`config.mk`:
```
export PLATFORM = sky130hd
export DESIGN_NAME = dpram_port_arbiter
export DESIGN_NICKNAME = d
export VERILOG_FILES = /design/src/rtl/dpram_port_arbiter.sv
export SDC_FILE = /design/constraint.sdc
export NUM_CORES = 1
export LEC_CHECK = 0
export CORE_ASPECT_RATIO = 0.8
export CORE_MARGIN = 3
export CORE_UTILIZATION = 25
export CTS_BUF_LIST = sky130_fd_sc_hd__clkbuf_16
export DETAILED_ROUTE_END_ITERATION = 6
export GPL_TIMING_DRIVEN = 1
export PLACE_DENSITY = 0.8
export SYNTH_ARGS = -nofsm -noshare
export SYNTH_HDL_FRONTEND = slang
export SYNTH_SLANG_ARGS = --single-unit
```
`constraint.sdc`:
```
create_clock -name clk -period 2.06 [get_ports clk]
set_input_delay 0.206 -clock clk [delete_from_list [all_inputs] [get_ports clk]]
set_output_delay 0.206 -clock clk [all_outputs]
set_load 0.01 [all_outputs]
```
`src/rtl/dpram_port_arbiter.sv`:
```
// rtl/dpram_port_arbiter.sv - two-client arbiter sharing one synchronous single-port RAM
module dpram_port_arbiter #(
   parameter int ADDR_W    = 10,
   parameter int DATA_W    = 16,
   parameter int BURST_MAX = 4
) (
   input  logic              clk,
   input  logic              reset,
   input  logic              req0,
   input  logic              we0,
   input  logic [ADDR_W-1:0] addr0,
   input  logic [DATA_W-1:0] wdata0,
   input  logic              req1,
   input  logic              we1,
   input  logic [ADDR_W-1:0] addr1,
   input  logic [DATA_W-1:0] wdata1,
   output logic              gnt0,
   output logic              gnt1,
   output logic              rvalid0,
   output logic              rvalid1,
   output logic [DATA_W-1:0] rdata,
   output logic [ADDR_W-1:0] ram_addr,
   output logic [DATA_W-1:0] ram_din,
   output logic              ram_wen,
   input  logic [DATA_W-1:0] ram_dout
);

   localparam int CNT_W = $clog2(BURST_MAX + 1);
   localparam logic [CNT_W-1:0] CNT_MAX = CNT_W'(BURST_MAX);

   localparam logic [1:0] IDLE = 2'd0;
   localparam logic [1:0] OWN0 = 2'd1;
   localparam logic [1:0] OWN1 = 2'd2;

   logic [1:0]       state;
   logic [1:0]       state_nxt;
   logic [CNT_W-1:0] burst_cnt;
   logic [CNT_W-1:0] cnt_inc;
   logic             burst_done;
   logic             last_owner;
   logic             xfer0;
   logic             xfer1;

   // Grants are decodes of the state register, so they change only at the clock edge.
   assign gnt0  = (state == OWN0);
   assign gnt1  = (state == OWN1);
   assign xfer0 = gnt0 & req0;
   assign xfer1 = gnt1 & req1;

   // Read data comes straight from the RAM; rvalid marks whose result it is.
   assign rdata = ram_dout;

   // Count including the transfer happening now, so the switch lands right after the last allowed one.
   assign cnt_inc    = (burst_cnt == CNT_MAX) ? burst_cnt : burst_cnt + CNT_W'(1);
   assign burst_done = (cnt_inc == CNT_MAX);

   // Next-owner selection; ties from IDLE go to the client that did not own last.
   always_comb begin
      state_nxt = state;
      case (state)
         IDLE: begin
            if (req0 && req1) begin
               state_nxt = last_owner ? OWN0 : OWN1;
            end else if (req0) begin
               state_nxt = OWN0;
            end else if (req1) begin
               state_nxt = OWN1;
            end
         end
         OWN0: begin
            if (req0) begin
               if (req1 && burst_done) begin
                  state_nxt = OWN1;
               end
            end else begin
               state_nxt = req1 ? OWN1 : IDLE;
            end
         end
         OWN1: begin
            if (req1) begin
               if (req0 && burst_done) begin
                  state_nxt = OWN0;
               end
            end else begin
               state_nxt = req0 ? OWN0 : IDLE;
            end
         end
         default: state_nxt = IDLE;
      endcase
   end

   // RAM port is steered from whichever client is transferring; idle drive is all zeros.
   always_comb begin
      ram_addr = '0;
      ram_din  = '0;
      ram_wen  = 1'b0;
      if (xfer0) begin
         ram_addr = addr0;
         ram_din  = wdata0;
         ram_wen  = we0 & ~reset;
      end else if (xfer1) begin
         ram_addr = addr1;
         ram_din  = wdata1;
         ram_wen  = we1 & ~reset;
      end
   end

   // Ownership state, burst counter, tie-break history and read-valid pipeline.
   always_ff @(posedge clk) begin
      if (reset) begin
         state      <= IDLE;
         burst_cnt  <= '0;
         last_owner <= 1'b1;
         rvalid0    <= 1'b0;
         rvalid1    <= 1'b0;
      end else begin
         state   <= state_nxt;
         rvalid0 <= xfer0 & ~we0;
         rvalid1 <= xfer1 & ~we1;
         if (state_nxt != state) begin
            burst_cnt <= '0;
         end else if (xfer0 || xfer1) begin
            burst_cnt <= cnt_inc;
         end
         if (state_nxt == OWN0 && state != OWN0) begin
            last_owner <= 1'b0;
         end else if (state_nxt == OWN1 && state != OWN1) begin
            last_owner <= 1'b1;
         end
      end
   end

endmodule

```
* Word-level counts from Yosys, hierarchy flattened
Cells that the tools add are included.
Operators by class: $add $sub $neg 1, equal/unequal tests 9, muxes and demuxes 20, bitwise operators 9, reduce and logical (&&, ||, !) cells 9
Operator list (count):
- 2-to-1 mux 16 bit | 2
- 2-to-1 mux 10 bit | 2
- 2-to-1 mux 2 bit | 9
- AND 1 bit | 6
- equality test 3 bit, second input constant | 2
- case mux 2 bit (3 select lines) | 1
- logical AND 1 bit | 5
- 2-to-1 mux 1 bit | 5
- equality test 2 x 1 -> 1 bit, second input constant | 2
- equality test 2 bit, second input constant | 2
- adder 3 x 1 -> 3 bit, second input constant | 1
- 2-to-1 mux 3 bit | 1
- inverter 1 bit | 3
- logical NOT 2 bit | 1
- inequality test 2 x 1 -> 1 bit, second input constant | 1
- inequality test 2 bit | 1
- inequality test 2 bit, second input constant | 1
- nonzero test 2 bit | 1
- OR reduction 2 bit | 1
- logical OR 1 bit | 1
Storage, ports and cells: register bits 8, input bits 74, output and inout port bits 47

* Depth between registers and ports, before layout
Gate-level depths: netlist of run 1.
depth after elaboration 11, gate-level depth with buffers 6, gate-level depth less buffers 6

* Worst setup path after synthesis of run 1
No wires, ideal clock.
path type register -> register, start register burst_cnt[0], end register state[1], library setup time 120 ps, arrival time 1751 ps, data required time 1940 ps, slack 190 ps, stages on the path, launching flop included 7, path buffers 0, path through dfxtp_1 inv_1 ha_1 or3b_1 a311oi_4 mux2i_1 nor3_2
On the way: cells in the longest elaborated chain, start to end 7
Ends and longest elaborated chain:
- start: declaration | RTL line 37 | logic [CNT_W-1:0] burst_cnt;
- start signal: assignment | RTL line 123 | burst_cnt <= cnt_inc;
- adder 3 x 1 -> 3 bit / equality test 3 bit (equally long branches) | RTL line 54 | assign cnt_inc = (burst_cnt == CNT_MAX) ? burst_cnt : burst_cnt + CNT_W'(1);
- 2-to-1 mux 3 bit * | RTL line 54
- equality test 3 bit * | RTL line 55 | assign burst_done = (cnt_inc == CNT_MAX);
- logical AND 1 bit (on tied branches) | RTL line 81, 72
- 2-to-1 mux 2 bit (on tied branches) | RTL line 81, 72
- 2-to-1 mux 2 bit (on tied branches) | RTL line 80, 71
- case mux 2 bit (3 select lines) * | RTL line 60 | case (state)
- end signal: assignment | RTL line 117 | state <= state_nxt;
- end: declaration | RTL line 35 | logic [1:0] state;
Every way passes the cells marked *; elsewhere a longest branch is shown, timed or not. A chain may end at the register's enable or synchronous reset.

* Final worst setup path of run 1
start input req0, end output ram_addr[8]
On the way: cells in the longest elaborated chain, start to end 2
Ends and longest elaborated chain:
- start: declaration | RTL line 9 | input logic req0,
- AND 1 bit | RTL line 47 | assign xfer0 = gnt0 & req0;
- 2-to-1 mux 10 bit | RTL line 97 | if (xfer0) begin
- end: declaration | RTL line 22 | output logic [ADDR_W-1:0] ram_addr,
No other way between the ends.

==> summary.txt, run 1 <==
Power
  – Pwr dens: about 400 nW/um^2
  – Worst VDD drop: a little over 0.4 mV
  – Leakage: around 1.1 nW
  – Power, Total: about 800 uW

Clock tree
  – Post-CTS Setup Bufs: 0
  – Clock root buffer: clkbuf_16
  – Sink Count: 8
  – TritonCTS buffer count: 3
  – Cts-stage hold buffer count: 0
  – CTS tree: done
  – CTS H-tree depth: 1
  – Clock Latency Late Sink: between 0.2 and 0.25 ns
  – CTS max path bufs: 2

Drt
  – Router iterations before antenna repair: 4
  – Wire per inst: between 15 and 20 um
  – DRC viols: 0
  – DRT Wirelength: between 3000 and 4000 um
  – Via density: between 4 and 5
  – Vias: approximately 1,100
  – Post-route ant nets: 0
  – DR iter-0 viols: 50

Hold path
  – Hold Crit Endpoint: rdata[14]
  – Hold path startpoint: ram_dout[14]
  – Hold Path Class: primary input to output port
  – Hold depth: 0

Finish
  – Post-route insts no fill: 230
  – Commonest non-fill, non-tap cell in the layout: clkdlybuf4s50_1
  – Final instance area: roughly 1900 um^2
  – Antenna diodes: 0
  – Area delta synth->final: 111%
  – Final net count: between 200 and 300
  – Most frequent cells in the layout: clkdlybuf4s50_1 (68), a22o_1 (27), dlymetal6s2s_1 (20)
  – Final core utilization: a little under three fifths
  – Share of layout cells above drive strength 1: 10.6%

Worst setup path
  – Crit path kind: primary input to output port
  – Arr. time, crit path: approximately 1.8 ns
  – Req. time, crit path: 1.85 ns
  – Worst setup EP type: output port
  – Cells on worst reg2reg path: 6
  – CP Max Fanout: 26
  – CP startpoint kind: primary input
  – R2R Path Start: burst_cnt[0]
  – Critical path origin: req0
  – Setup slack, reg-to-reg: around 0.20 ns
  – R2r endpoint: state[1]

Placement
  – Routability cong.: 0.757
  – Pre-CTS setup slack: -0.0173 ns
  – Dpl cell area: about 1800 um^2
  – HPWL Detailed: 2880 um
  – Port Buffers: 88
  – Placed Cells incl. Taps: between 200 and 250

Yosys
  – Top cell type's share of synthesized area: 25.7%
  – Post-Syn Area per Cell: between 8 and 9 um^2
  – Register area share after synthesis: 17.4%
  – Post-Synthesis Cells: 113
  – Largest area contributor in the netlist: a22o_1
  – #FFs+latches synth: 8
  – Largest cells by area after synthesis: a22o_1 (26%), dfxtp_1 (17%), buf_4 (13%), buf_2 (3.3%), a311oi_4 (2.9%)
  – Syn. warnings: 0
  – Synth Cell Area: roughly 920 um^2
  – Yosys cell types: 35
  – Post-synth net total: ~190

Floorplan
  – Die Ht: between 60 and 70 um
  – Die area: around 4400 um^2
  – Placeable Area: approximately 3500 um^2
  – DIE WIDTH: around 74 um
  – Initial Util: between 20% and 30%
  – Io pins: around 120
  – Row cnt: 19

STA
  – Worst-Margin Slew: around 0.38 ns
  – Number of max-slew violations in the final report: 0
  – Setup WS post-layout: between 0.05 and 0.06 ns
  – RSZ-0062 raised after global routing: no
  – Final setup violating endpoints: 0
  – Worst hold slack: a little over 0.4 ns
  – Setup TNS: 0 ns
  – Max transition margin: between 70 and 80%
  – Period utilization: between 90 and 100%
  – Post-layout min period: between 2 and 2.5 ns
  – Final Hold Fails: 0
  – Max Clock Freq: 499 MHz
  – Final Skew: a little over 0.0008 ns

Global routing
  – Global route hottest layer: met2
  – Initial antenna violation count: 0
  – Vias in the first global route: 940
  – GRT overflow: 0
  – Grt met2 use: a little over a fifth
  – First-pass GRT wire length: 4950 um
  – Largest net degree at the start of global routing: 31
  – Total GRT Usage: between 10% and 20%
  – Met1 usage: between 15 and 20%
  – Met3 usage: between 3 and 4%

Flow run
  – MaxCap Viol Count: 0

Outcome
  – Status: finished, final reports clean
-- worst max-delay path, stage by stage --
cell and delay [ns]:
clkdlybuf4s50_1 0.47, and3b_2 0.25, buf_12 0.18, a22o_1 0.16, clkdlybuf4s50_1 0.53
-- final cells by class --
cell class	instances	area, um^2
clock buffer	3	75.1
timing repair buffer	99	1060
sequential	8	161
multi-input combinational	76	586
inverter	2	7.51
tap	42	52.6
fill	320	1530
-- per-layer routing --
layer  vias up  share of wire, %
met1       514                42
met5         -                 0
met2        41                51
li1        563                 -
met3         4               6.4
met4         0               1.0
-- logic make-up (layout without fill, tap and decap cells) --
family                     after synthesis  after routing  synth area share (%)
AOI/OAI and AO/OA                       38             38                  35.9
xor gates and xnor gates                 2              2                  1.91
adders and majority gates                2              2                  2.72
buffers and inverters                   29            104                  19.2
DFF                                      8              8                  17.4
muxes                                    2              2                  2.18
and+or+nand+nor                         32             32                  20.7
-- cells in the mapped netlist --
cell type / n
and3_1: 1
nor2_1: 4
nor3_1: 3
buf_2: 6
clkbuf_1: 5
o32a_1: 1
a22o_1: 27
a22oi_1: 1
o21bai_1: 1
nand4b_1: 1
and2_1: 1
mux2i_1: 2
dfxtp_1: 8
nor3b_1: 1
or4b_2: 1
buf_4: 16
a21oi_1: 2
nor3_2: 1
a311oi_4: 1
nor4_1: 1
a221oi_1: 1
a211oi_1: 1
o21ai_0: 2
and3b_1: 2
nand2b_1: 3
ha_1: 2
nand3_1: 3
nor2b_1: 3
inv_1: 2
xor2_1: 1
nand3b_1: 1
o22ai_1: 1
nand2_1: 5
xnor2_1: 1
or3b_1: 1
-- report_power, final --
group | internal, mW | switching, mW
registers | 0.162 | 0.00778
clock network | 0.250 | 0.0778
logic | 0.196 | 0.0967
total | 0.609 | 0.182
-- worst max-delay path by stage --
| stage | end | cells past startpoint |
|---|---|---|
| finish | ram_addr[8] | 5 |
| detailed placement | ram_addr[6] | 5 |
| floorplan | state[1] | 6 |
| global route | ram_addr[8] | 5 |
| CTS | ram_addr[6] | 5 |
| global placement | ram_din[10] | 5 |
-- sequential cells by signal (all words and copies together) (netlist names) --
register,cells
burst_cnt,3
state,2
last_owner,1
rvalid0,1
rvalid1,1
-- repair_timing --
item	in CTS	in global routing
pin swaps	0	0
setup endpoints to repair	26	24
gates resized for setup	3	20
cloned	0	1
Power figures use the tool's default switching activity.
==> run 2, diff against run 1 <==
--- a/config.mk
+++ b/config.mk
@@ -5,6 +5,7 @@
 export SDC_FILE = /design/constraint.sdc
 export NUM_CORES = 1
 export LEC_CHECK = 0
+export ABC_CLOCK_PERIOD_IN_PS = 2060
 export CORE_ASPECT_RATIO = 0.8
 export CORE_MARGIN = 3
 export CORE_UTILIZATION = 25
==> results of run 2 <==
Same layout as run 1: the final DEF is identical, and so are final timing and power.
==> variant 1: new RTL, settings of run 2 <==
Set the parameter `DATA_W` to 14 (it was 16).
--- a/src/rtl/dpram_port_arbiter.sv
+++ b/src/rtl/dpram_port_arbiter.sv
@@ -3,3 +3,3 @@
    parameter int ADDR_W    = 10,
-   parameter int DATA_W    = 16,
+   parameter int DATA_W    = 14,
    parameter int BURST_MAX = 4
Ports: changed (5 resized); port bits go from 121 to 111. No check against the original RTL was run, so the function may have changed too.
==> variant 1 against run 2 <==
Power is 1.3% lower; via count is 1.5% lower; core utilization is 1.5 points higher; area after synthesis is 4.1% lower; worst setup slack worse by 0.022 ns; global-route usage is 0.41 points higher; design area is 4.7% lower; die area is 3.7% lower; routed wire length is 2.0% higher; sequential cell count stayed put; count of clock-buffer cells in the layout stayed put; critical endpoint is now ram_din[12].
==> variant 1: results <==
[status]
status = finished clean

[power]
vdd_drop_max_uv = 217
p_leak_uw = 0.000890

[cells_and_area]
drive_gt1_frac = 0.101
fin_cells = 219
antennaDiodeCount = 0
fillers = 279
final_nets = 251

[route]
avgViaCountPerCell = 5.05
drtPass1Iterations = 4
drtIter0Drc = 134
wirelength_um = 3750

[global_routing]
grt_pass1_vias = 1012
grt_pass1_wl_um = 4990
grt_usage = 0.150
grt_max_degree = 29
antenna_found_initial = 0

[worst_hold_path]
hold_class = in -> out
hold_start = ram_dout[7]
whs_endpoint = rdata[7]

[timing]
tightest_slew_ns = 0.380
fin_skew_ns = 0.00271
layout_min_cycle_time_ns = 2.02

[place]
placed_area_um2 = 1690
port_buffers = 82
place_congestion = 0.759
hpwl_um = 2720
dp_cells = 214
dp_slack_ns = -0.0223

[worst_setup_path]
r2r_slack_ns = 0.13
cp.arrival_ns = 1.82
worstPathMaxFanout = 14
rr_endpoint = state[1]$_SDFF_PP0_
setup.worst_path.start = req0
endpoint = ram_din[12]

[synth]
yosys-top-cells-area = a22o_1 25%, dfxtp_1 18%, buf_4 12%
netlist-cell-type-count = 36
ys_seq_area_frac = 0.182
postSynth.asyncResetShare = 0
postSynthCellCount = 109
synth_commonest_cells = 25 x a22o_1, 14 x buf_4, 8 x dfxtp_1
synth_nets = 179

[clock_network]
cts_root_buf = clkbuf_16
clkLatencyLatePin_ns = 0.23
numCtsBuffers = 3
variant 1: metrics by stage:
step           setup TNS, ns  hold WS, ns
4_1_cts                    0        0.412
2_1_floorplan              0        0.284
3_5_place_dp         -0.0223        0.412
3_3_place_gp               0        0.412
6_report                   0        0.412
5_1_grt             -0.00918        0.412
variant 1: critical path: stages:
cell	delay [ns]
clkdlybuf4s50_1	0.49
and3b_2	0.27
buf_12	0.16
a22o_1	0.16
clkdlybuf4s50_1	0.54
variant 1: kinds of logic (layout without fill, tap and decap cells):
family	Yosys count	after routing	share of synthesized area
AO/OA/AOI/OAI	36	36	0.355
XOR/XNOR	2	2	0.0199
adder cells (fa/ha/maj)	2	2	0.0284
buffers and inverters	27	97	0.177
flip-flops	8	8	0.182
multiplexers	2	2	0.0227
AND/OR/NAND/NOR	32	32	0.216
variant 1: cell type report:
cell class | instances | area, um^2 | area share
Multi-Input combinational cell | 74 | 568 | 0.308
Sequential cell | 8 | 160 | 0.0867
Clock buffer | 3 | 75.1 | 0.0407
Tap cell | 40 | 50.0 | 0.0271
Timing Repair Buffer | 92 | 986 | 0.534
Inverter | 2 | 7.51 | 0.00407
variant 1: timing repair:
item,in CTS,in global routing
gates cloned,0,2
resized for setup,2,12
endpoints found under the setup margin,7,17
pin swaps,0,1
variant 1: per-layer routing:
layer	wire length (um)	up-vias	global-route usage
met2	1920	48	0.258
li1	-	538	-
met4	0	0	0.0474
met1	1510	519	0.176
met5	0	-	0
met3	317	0	0.0542
variant 1: where the power goes:
group | internal [uW] | switching, uW
Sequential | 162 | 5.47
Combinational | 190 | 100
Clock | 250 | 73.8
Total | 602 | 180
==> variant 2: new RTL, config.mk and constraints of run 2 <==
Made on the original files. Reset style: asynchronous (`reset`), changed in one clocked block.
--- a/src/rtl/dpram_port_arbiter.sv
+++ b/src/rtl/dpram_port_arbiter.sv
@@ -108,3 +108,3 @@
    // Ownership state, burst counter, tie-break history and read-valid pipeline.
-   always_ff @(posedge clk) begin
+   always_ff @(posedge clk or posedge reset) begin
       if (reset) begin
Function: differs if reset is asserted again (counterexample within 4 cycles, from zero or initial values and one cycle with reset high); with reset held inactive, the same outputs for 10 cycles.
==> variant 2 against run 2 <==
Routed wire length decreased by 7.5%; via count increased by 3.5%; design area increased by 1.7%; sequential cell count unchanged; largest cell class unchanged; count of clock-buffer cells in the layout unchanged; non-clock buffer count increased by 4; worst setup slack got worse by 0.015 ns; sequential share of layout area increased by 1.9 points; maximum frequency decreased by 0.76%; area after synthesis decreased by 0.41%.
Power is not compared: it rests on default switching activity, and its combinational part moved more than twofold at a synthesized area within 25%.
==> variant 2: results <==
[status]
status = finished clean

[place]
place_congestion = 0.834
dp_slack_ns = 0.0131
dp_cells = 224
hpwl_um = 2460

[cells_and_area]
fin_cells = 233
final_nets = 268
fillers = 321
drive_gt1_frac = 0.131

[route]
drtIter0Drc = 22
wire_per_inst_um = 14.6
vias = 1161

[worst_setup_path]
endpoint = ram_addr[0]
worstPathMaxFanout = 12
timing.rr.start = burst_cnt[0]$_DFFE_PP0P_

[global_routing]
grt_usage = 0.134
grt_pass1_wl_um = 4660
grt_pass1_vias = 1003
grt_max_degree = 32

[synth]
yosys_most_used_dff = dfrtp_1
yosys-top-cells-area = a22o_1 26%, dfrtp_1 19%, buf_4 13%
ys_seq_area_frac = 0.220
synth_nets = 186
postSynthCellCount = 110
synth_commonest_cells = 27 x a22o_1, 16 x buf_4, 9 x clkbuf_1
postSynth.asyncResetShare = 1.00

[timing]
tightest_slew_ns = 0.532
post-route-period-util = 0.980

[worst_hold_path]
hold_class = in -> async
## variant 2: cell count changes in the layout (fill, tap and decap cells not counted), moves of 4 or more
cell | before | now
dfrtp_1 | 0 | 7
dlymetal6s2s_1 | 20 | 9
a21oi_1 | 2 | 6
clkdlybuf4s50_1 | 68 | 79
inv_1 | 2 | 6
dfxtp_1 | 7 | 0
## variant 2: worst min-delay path by stage
stage                 startpoint                        to  cells past startpoint
global route               reset         rvalid0$_DFF_PP0_                      2
detailed placement  ram_dout[10]                 rdata[10]                      0
global placement    ram_dout[10]                 rdata[10]                      0
floorplan                  reset  burst_cnt[0]$_DFFE_PP0P_                      1
CTS                        reset         rvalid0$_DFF_PP0_                      2
finish                     reset         rvalid0$_DFF_PP0_                      2
## variant 2: cell families after synthesis
group	after synthesis	share of synthesized area
xor gates and xnor gates	1	0.00956
DFF	8	0.220
and+or+nand+nor	19	0.126
adders and majority gates	2	0.0273
muxes	2	0.0219
AOI/OAI and AO/OA	46	0.398
buffers and inverters	32	0.198
## variant 2: final cells by class
class | instances | share of cell area
Tap cell | 42 | 0.0266
Clock buffer | 3 | 0.0381
Inverter | 6 | 0.0114
Timing Repair Buffer | 103 | 0.546
Clock inverter | 1 | 0.00190
Multi-Input combinational cell | 70 | 0.274
Sequential cell | 8 | 0.102
## variant 2: timing repair
item	in CTS	in global routing
pin swaps	0	3
gates cloned	0	2
hold buffers	0	0
setup endpoints to repair	5	25
resized for setup	1	13
setup buffers	0	3
## variant 2: metrics by stage
stage	TNS [ns]	hold WS [ns]	power [uW]	util	instance area (um^2)
CTS	0	0.256	1200	0.539	1870
floorplan	0	0.0209	534	-	916
detailed placement	0	0.412	855	0.516	1790
global route	-0.00324	0.320	1300	0.568	1970
finish	0	0.264	1230	0.568	1970
global placement	0	0.412	848	0.516	1790
## variant 2: critical path, cell delays in order
cell and delay (ns):
clkdlybuf4s50_1 0.47, and3b_2 0.27, clkbuf_16 0.18, a22o_1 0.14
clkdlybuf4s50_1 0.53
## variant 2: power groups by stage
stage          Combinational, uW  Clock (uW)  Sequential (uW)
6_report                     678         335              216
5_1_grt                      730         349              220
4_1_cts                      644         338              214
3_5_place_dp                 640           0              215
3_3_place_gp                 633           0              215
2_1_floorplan                325           0              209
## variant 2: per-layer routing
metal	GRT usage	part of all wire
met4	0.0207	0.0059
met5	0	0
met3	0.0605	0.10
met2	0.225	0.51
met1	0.160	0.38
